**src/rtl/load_store_unit.sv**
```systemverilog
// rtl/load_store_unit.sv - RV32I load/store unit between execute and data-cache port; define LSU_RMW_EN to enable SB/SH read-modify-write
module load_store_unit (
    input  logic        CLK,
    input  logic        RST,
    input  logic        REQ_VALID,
    output logic        REQ_READY,
    input  logic        REQ_WE,
    input  logic [2:0]  REQ_FUNCT3,
    input  logic [31:0] REQ_ADDR,
    input  logic [31:0] REQ_WDATA,
    input  logic [4:0]  REQ_RD,
    output logic        RSP_VALID,
    output logic [31:0] RSP_DATA,
    output logic [4:0]  RSP_RD,
    output logic        RSP_ERR,
    output logic [31:0] RDADDR,
    output logic        RDEN,
    output logic [31:0] WRADDR,
    output logic        WREN,
    output logic [31:0] WRDATA,
    input  logic [31:0] ORDADDR,
    input  logic [31:0] RDOUT,
    input  logic        RDVALID,
    input  logic        LOADING,
    output logic        BUSY
);

    typedef enum logic [2:0] {
        S_IDLE    = 3'd0,
        S_LD_WAIT = 3'd1,
`ifdef LSU_RMW_EN
        S_RMW_RD  = 3'd2,
        S_RMW_WR  = 3'd3,
`endif
        S_ST_WR   = 3'd4,
        S_RESP    = 3'd5
    } state_t;

    state_t      state, state_next;
    logic [31:0] addr_q, wdata_q, rsp_data_q;
    logic [2:0]  funct3_q;
    logic [4:0]  rd_q;
    logic        err_q, rd_done;
    logic        accept, req_err, rd_state, wr_state, rd_match;
    logic [31:0] word_addr, shifted, load_ext;

    assign accept    = REQ_VALID && REQ_READY;
    assign word_addr = {addr_q[31:2], 2'b00};

    always_comb begin
        req_err = 1'b0;
        if (REQ_WE) begin
            case (REQ_FUNCT3)
`ifdef LSU_RMW_EN
                3'b000:  req_err = 1'b0;
                3'b001:  req_err = REQ_ADDR[0];
`endif
                3'b010:  req_err = |REQ_ADDR[1:0];
                default: req_err = 1'b1;
            endcase
        end else begin
            case (REQ_FUNCT3)
                3'b000, 3'b100: req_err = 1'b0;
                3'b001, 3'b101: req_err = REQ_ADDR[0];
                3'b010:         req_err = |REQ_ADDR[1:0];
                default:        req_err = 1'b1;
            endcase
        end
    end

    always_comb begin
        rd_state = (state == S_LD_WAIT);
        wr_state = (state == S_ST_WR);
`ifdef LSU_RMW_EN
        rd_state = rd_state || (state == S_RMW_RD);
        wr_state = wr_state || (state == S_RMW_WR);
`endif
    end

    // A return only counts once our own read has been accepted by the cache.
    assign rd_match = rd_state && rd_done && RDVALID && (ORDADDR == word_addr);

    assign shifted = RDOUT >> {addr_q[1:0], 3'b000};

    always_comb begin
        case (funct3_q)
            3'b000:  load_ext = {{24{shifted[7]}}, shifted[7:0]};
            3'b001:  load_ext = {{16{shifted[15]}}, shifted[15:0]};
            3'b100:  load_ext = {24'd0, shifted[7:0]};
            3'b101:  load_ext = {16'd0, shifted[15:0]};
            default: load_ext = shifted;
        endcase
    end

`ifdef LSU_RMW_EN
    logic [31:0] merged;

    always_comb begin
        merged = RDOUT;
        for (int i = 0; i < 4; i++) begin
            if (funct3_q[0]) begin
                if (i[1] == addr_q[1])
                    merged[8*i +: 8] = i[0] ? wdata_q[15:8] : wdata_q[7:0];
            end else if (i[1:0] == addr_q[1:0]) begin
                merged[8*i +: 8] = wdata_q[7:0];
            end
        end
    end
`endif

    always_ff @(posedge CLK or negedge RST) begin
        if (!RST)
            state <= S_IDLE;
        else
            state <= state_next;
    end

    always_comb begin
        state_next = state;
        case (state)
            S_IDLE: begin
                if (accept) begin
                    if (req_err)
                        state_next = S_RESP;
                    else if (!REQ_WE)
                        state_next = S_LD_WAIT;
`ifdef LSU_RMW_EN
                    else if (!REQ_FUNCT3[1])
                        state_next = S_RMW_RD;
`endif
                    else
                        state_next = S_ST_WR;
                end
            end
            S_LD_WAIT: if (rd_match) state_next = S_RESP;
`ifdef LSU_RMW_EN
            S_RMW_RD:  if (rd_match) state_next = S_RMW_WR;
            S_RMW_WR:  if (!LOADING) state_next = S_RESP;
`endif
            S_ST_WR:   if (!LOADING) state_next = S_RESP;
            S_RESP:    state_next = S_IDLE;
            default:   state_next = S_IDLE;
        endcase
    end

    always_comb begin
        REQ_READY = RST && (state == S_IDLE) && !LOADING;
        BUSY      = (state != S_IDLE);
        RDEN      = rd_state && !rd_done;
        RDADDR    = RDEN ? word_addr : 32'd0;
        WREN      = wr_state;
        WRADDR    = wr_state ? word_addr : 32'd0;
        WRDATA    = wr_state ? wdata_q : 32'd0;
        RSP_VALID = (state == S_RESP);
        RSP_DATA  = RSP_VALID ? rsp_data_q : 32'd0;
        RSP_RD    = RSP_VALID ? rd_q : 5'd0;
        RSP_ERR   = RSP_VALID && err_q;
    end

    always_ff @(posedge CLK or negedge RST) begin
        if (!RST) begin
            addr_q     <= 32'd0;
            wdata_q    <= 32'd0;
            rsp_data_q <= 32'd0;
            funct3_q   <= 3'd0;
            rd_q       <= 5'd0;
            err_q      <= 1'b0;
            rd_done    <= 1'b0;
        end else if (accept) begin
            addr_q     <= REQ_ADDR;
            wdata_q    <= REQ_WDATA;
            rsp_data_q <= 32'd0;
            funct3_q   <= REQ_FUNCT3;
            rd_q       <= REQ_RD;
            err_q      <= req_err;
            rd_done    <= 1'b0;
        end else begin
            if (RDEN && !LOADING)
                rd_done <= 1'b1;
            if (rd_match && state == S_LD_WAIT)
                rsp_data_q <= load_ext;
`ifdef LSU_RMW_EN
            if (rd_match && state == S_RMW_RD)
                wdata_q <= merged;
`endif
        end
    end

endmodule

```
**config.mk**
```make
export PLATFORM = sky130hd
export DESIGN_NAME = load_store_unit
export DESIGN_NICKNAME = d
export VERILOG_FILES = /design/src/rtl/load_store_unit.sv
export SDC_FILE = /design/constraint.sdc
export NUM_CORES = 1
export LEC_CHECK = 0
export ABC_AREA = 1
export CORE_ASPECT_RATIO = 1.25
export CORE_MARGIN = 8
export CORE_UTILIZATION = 32
export CTS_CLUSTER_DIAMETER = 120
export CTS_CLUSTER_SIZE = 24
export DETAILED_ROUTE_END_ITERATION = 16
export GPL_TIMING_DRIVEN = 0
export SLEW_MARGIN = 25
export SYNTH_ARGS = -nofsm -noshare
export SYNTH_HDL_FRONTEND = slang
export SYNTH_SLANG_ARGS = --single-unit
```
**constraint.sdc**
```tcl
create_clock -name CLK -period 4.4 [get_ports CLK]
set_input_delay 0.88 -clock CLK [delete_from_list [all_inputs] [get_ports CLK]]
set_output_delay 0.88 -clock CLK [all_outputs]
set_load 0.02 [all_outputs]
```
==> summary.md <==
| Metric | Value |
|---|---|
| Clock Tree Buf Depth | 2 |
| Root Buffer | clkbuf_16 |
| Hold Vio Cnt, Final | 0 |
| Synth Warn # | 0 |
| Detailed Place HPWL | a little over 20 mm |
| Max cap viols | 0 |
| IO buf count | about 280 |
| H-tree Lvls | 3 |
| Post-CTS Resized | 0 |
| Area of the multi-input gates | 2840 um^2 |
| Drt first pass iters | 5 |
| Final nets | roughly 1.4k |
| DR WL/cell | about 16 um |
| Simple-Gate Fraction of Synth Area | about a third |
| Synth Cell Area | between 6000 and 7000 um^2 |
| Core Region | around 20,000 um^2 |
| Setup TNS | 0 ps |
| Height of the die | about 180 um |
| Final period util | 87.00% |
| Starting Density | about a third |
| Global route overflow | 0 |
| Vias per inst | around 4.4 |
| WS Path Type | flip-flop to primary output |
| Main combinational cell family by area after synthesis | simple AND/OR/NAND/NOR gates |
| Final setup viols | 0 |
| Worst-skew pair later-pin latency | between 300 and 400 ps |
| Syn Inst Count | 1,005 |
| Fillcell total | approximately 2.1k |
| Post-Route WL | between 20 and 30 mm |
| Post-synthesis mux area share | 2.158% |
| Postcts setup bufs | 0 |
| Critical Path Source Type | flip-flop |
| FMAX | between 200 and 300 MHz |
| Critical Path End Type | primary output |
| Seq/Total Area, Yosys | about two fifths |
| WP data required | between 3000 and 4000 ps |
| Routability cong. | 0.9222 |
| Final setup margin | between 500 and 600 ps |
| CTS buffer count | 9 |
| Clock Skews | ~13 ps |
| Fin crit period | between 3000 and 4000 ps |
| Area contributors post-synth | dfrtp_1 42%, nand2_1 26%, inv_1 10% |
| Final ANT Viol Nets | 0 |
| Adder-Cell Fraction of Synth Area | 0.7706% |
| Share of layout cells above drive strength 1 | 5.073% |
| Yosys cell types | 27 |
| Post-placement setup slack | slightly below 900 ps |
| Num Clock Sinks | roughly 110 |
| Hold-fix buffers at CTS | 0 |
| Storage element area | about 2700 um^2 |
| First-pass GRT wire length | roughly 39 mm |
| Leakage dissipation | 0.005450 uW |
| R2R depth | 9 |
| Worst-Margin Slew | 743.5 ps |
| Max_slew headroom | between 50% and 60% |
| Die X | 143.4 um |
| DIE AREA | 25,140 um^2 |
| Post-route cell area | approximately 10000 um^2 |
| Max Slew Vio Count | 0 |
| Vias in the first global route | between 6k and 7k |
| CTS tree | yes |
| Largest net degree at the start of global routing | 62 |
| Synth Area in Compound Gates | 7.532% |
| Clock transition at path regs | around 80 ps |
| I/O pins | about 280 |
| Max VDD drop | between 0.2 and 0.25 mV |
| Post-placement cell area | a little under 10,000 um^2 |
| #FFs+latches synth | approximately 110 |
| RSZ-0062 raised after global routing | no |
| Rows | 58 |
| Pwr dens | roughly 570 nW/um^2 |
| P&R area growth vs syn | 53.32% |
| Initial antenna violation count | 5 |
| Remaining DRCs | 0 |
| Mean post-synth cell area | between 6 and 7 um^2 |
| WP data arrival | between 2000 and 3000 ps |
| GRT Util Overall | 20.29% |
| CP max FO | 10 |
| Total number of vias | around 7k |
| Initial DRC count | slightly below 400 |
| Post-synthesis xor/xnor area fraction | under 10% |
| Synth area leader | dfrtp_1 |
| Synth top area share | a little over two fifths |
| Min-delay worst type | input pin to asynchronous set/reset pin |
| Outcome | finished clean |
-- logic make-up (layout without fill, tap and decap cells) --
family          count (synthesis)  after routing
simple gates                  533            533
buf+inv                       240            533
flops                         108            108
compound gates                 96             96
mux                            14             14
xor+xnor                        9              9
fa+ha+maj                       4              4
other cells                     1             10
-- critical path, cell delays in order, from the launching register on --
cell and delay [ps]:
dfrtp_1 420, inv_1 100, ha_1 170, clkbuf_1 400, clkbuf_1 620, nand2_1 100
inv_1 90, clkdlybuf4s50_1 680
-- cells in the mapped netlist --
library cell and number:
a21oi_1 17, a21oi_2 1, a22oi_1 1, buf_1 1
buf_2 15, buf_4 11, clkbuf_1 22, conb_1 1
dfrtp_1 108, ha_1 4, inv_1 177, inv_2 13
inv_4 1, mux2i_1 14, nand2_1 445, nand2_2 2
nand3_1 23, nand3_2 2, nand4_1 3, nor2_1 53
nor2_2 3, nor3_1 1, nor3b_1 1, o21a_1 1
o21ai_0 75, o21ai_1 1, xnor2_1 9
-- final timing paths --
check / start / end / slack [ps]
setup / recovery: state[0] / WRADDR[24] / 570
hold / removal: RST / wdata_q[6] / 440
setup reg to reg: state[0] / wdata_q[8] / 2240
hold reg to reg: rsp_data_q[13] / rsp_data_q[13] / 480
max in group asynchronous: RST / rsp_data_q[15] / 3230
min in group CLK: rsp_data_q[13] / rsp_data_q[13] / 480
-- per-stage QoR --
stage	utilization [%]	power, uW	instances	hold slack [ps]
final	49.72	5639	1577	439.6
after detailed placement	48.11	4794	1555	459.3
after global placement	47.96	4753	1554	455.5
after CTS	49.64	5692	1571	461.9
after floorplan	-	3513	1008	442.2
after global routing	49.71	6091	1576	466.0
-- layout make-up --
class	instances	area share, %
repair buffers	277	28.03
plain buffers	49	2.450
clock inverters	7	0.8292
multi-input cells	660	28.52
flip-flops and latches	108	27.14
diodes	6	0.1508
inverters	191	7.225
well taps	270	3.392
clock buffers	9	2.262
-- flip-flops by register name, indices dropped and copies added (netlist names) --
register,count
state,2
rd_q,5
addr_q,32
rd_done,1
funct3_q,3
rsp_data_q,32
wdata_q,32
err_q,1
-- per-layer routing --
| layer | vias to the layer above | global-route usage [%] | wire length, um |
|---|---|---|---|
| li1 | 3530 | - | - |
| met1 | 3161 | 24.43 | 10630 |
| met2 | 222 | 33.90 | 12620 |
| met3 | 35 | 4.917 | 1810 |
| met4 | 0 | 8.300 | 626 |
| met5 | - | 0 | 0 |
-- power breakdown --
part / switching (uW) / internal [uW] / total (uW)
clock network: 419 / 453 / 872
logic: 1770 / 1220 / 2990
registers: 322 / 1460 / 1780
total: 2510 / 3130 / 5640
-- placed cells by master (no fill, tap or decap), types with 2 or more instances in the layout --
master           netlist  final
xnor2_1                9      9
inv_1                177    177
nand3_2                2      2
clkbuf_16              0      9
inv_8                  0      2
dfrtp_1              108    108
inv_2                 13     13
clkdlybuf4s50_1        0    275
buf_4                 11     11
nor2_1                53     53
a21oi_1               17     17
conb_1                 1      4
diode_2                0      6
nand2_2                2      2
nand4_1                3      3
ha_1                   4      4
nand2_1              445    445
mux2i_1               14     14
o21ai_0               75     75
nand3_1               23     23
nor2_2                 3      3
clkbuf_1              22     22
buf_2                 15     15
Power figures use the tool's default switching activity.
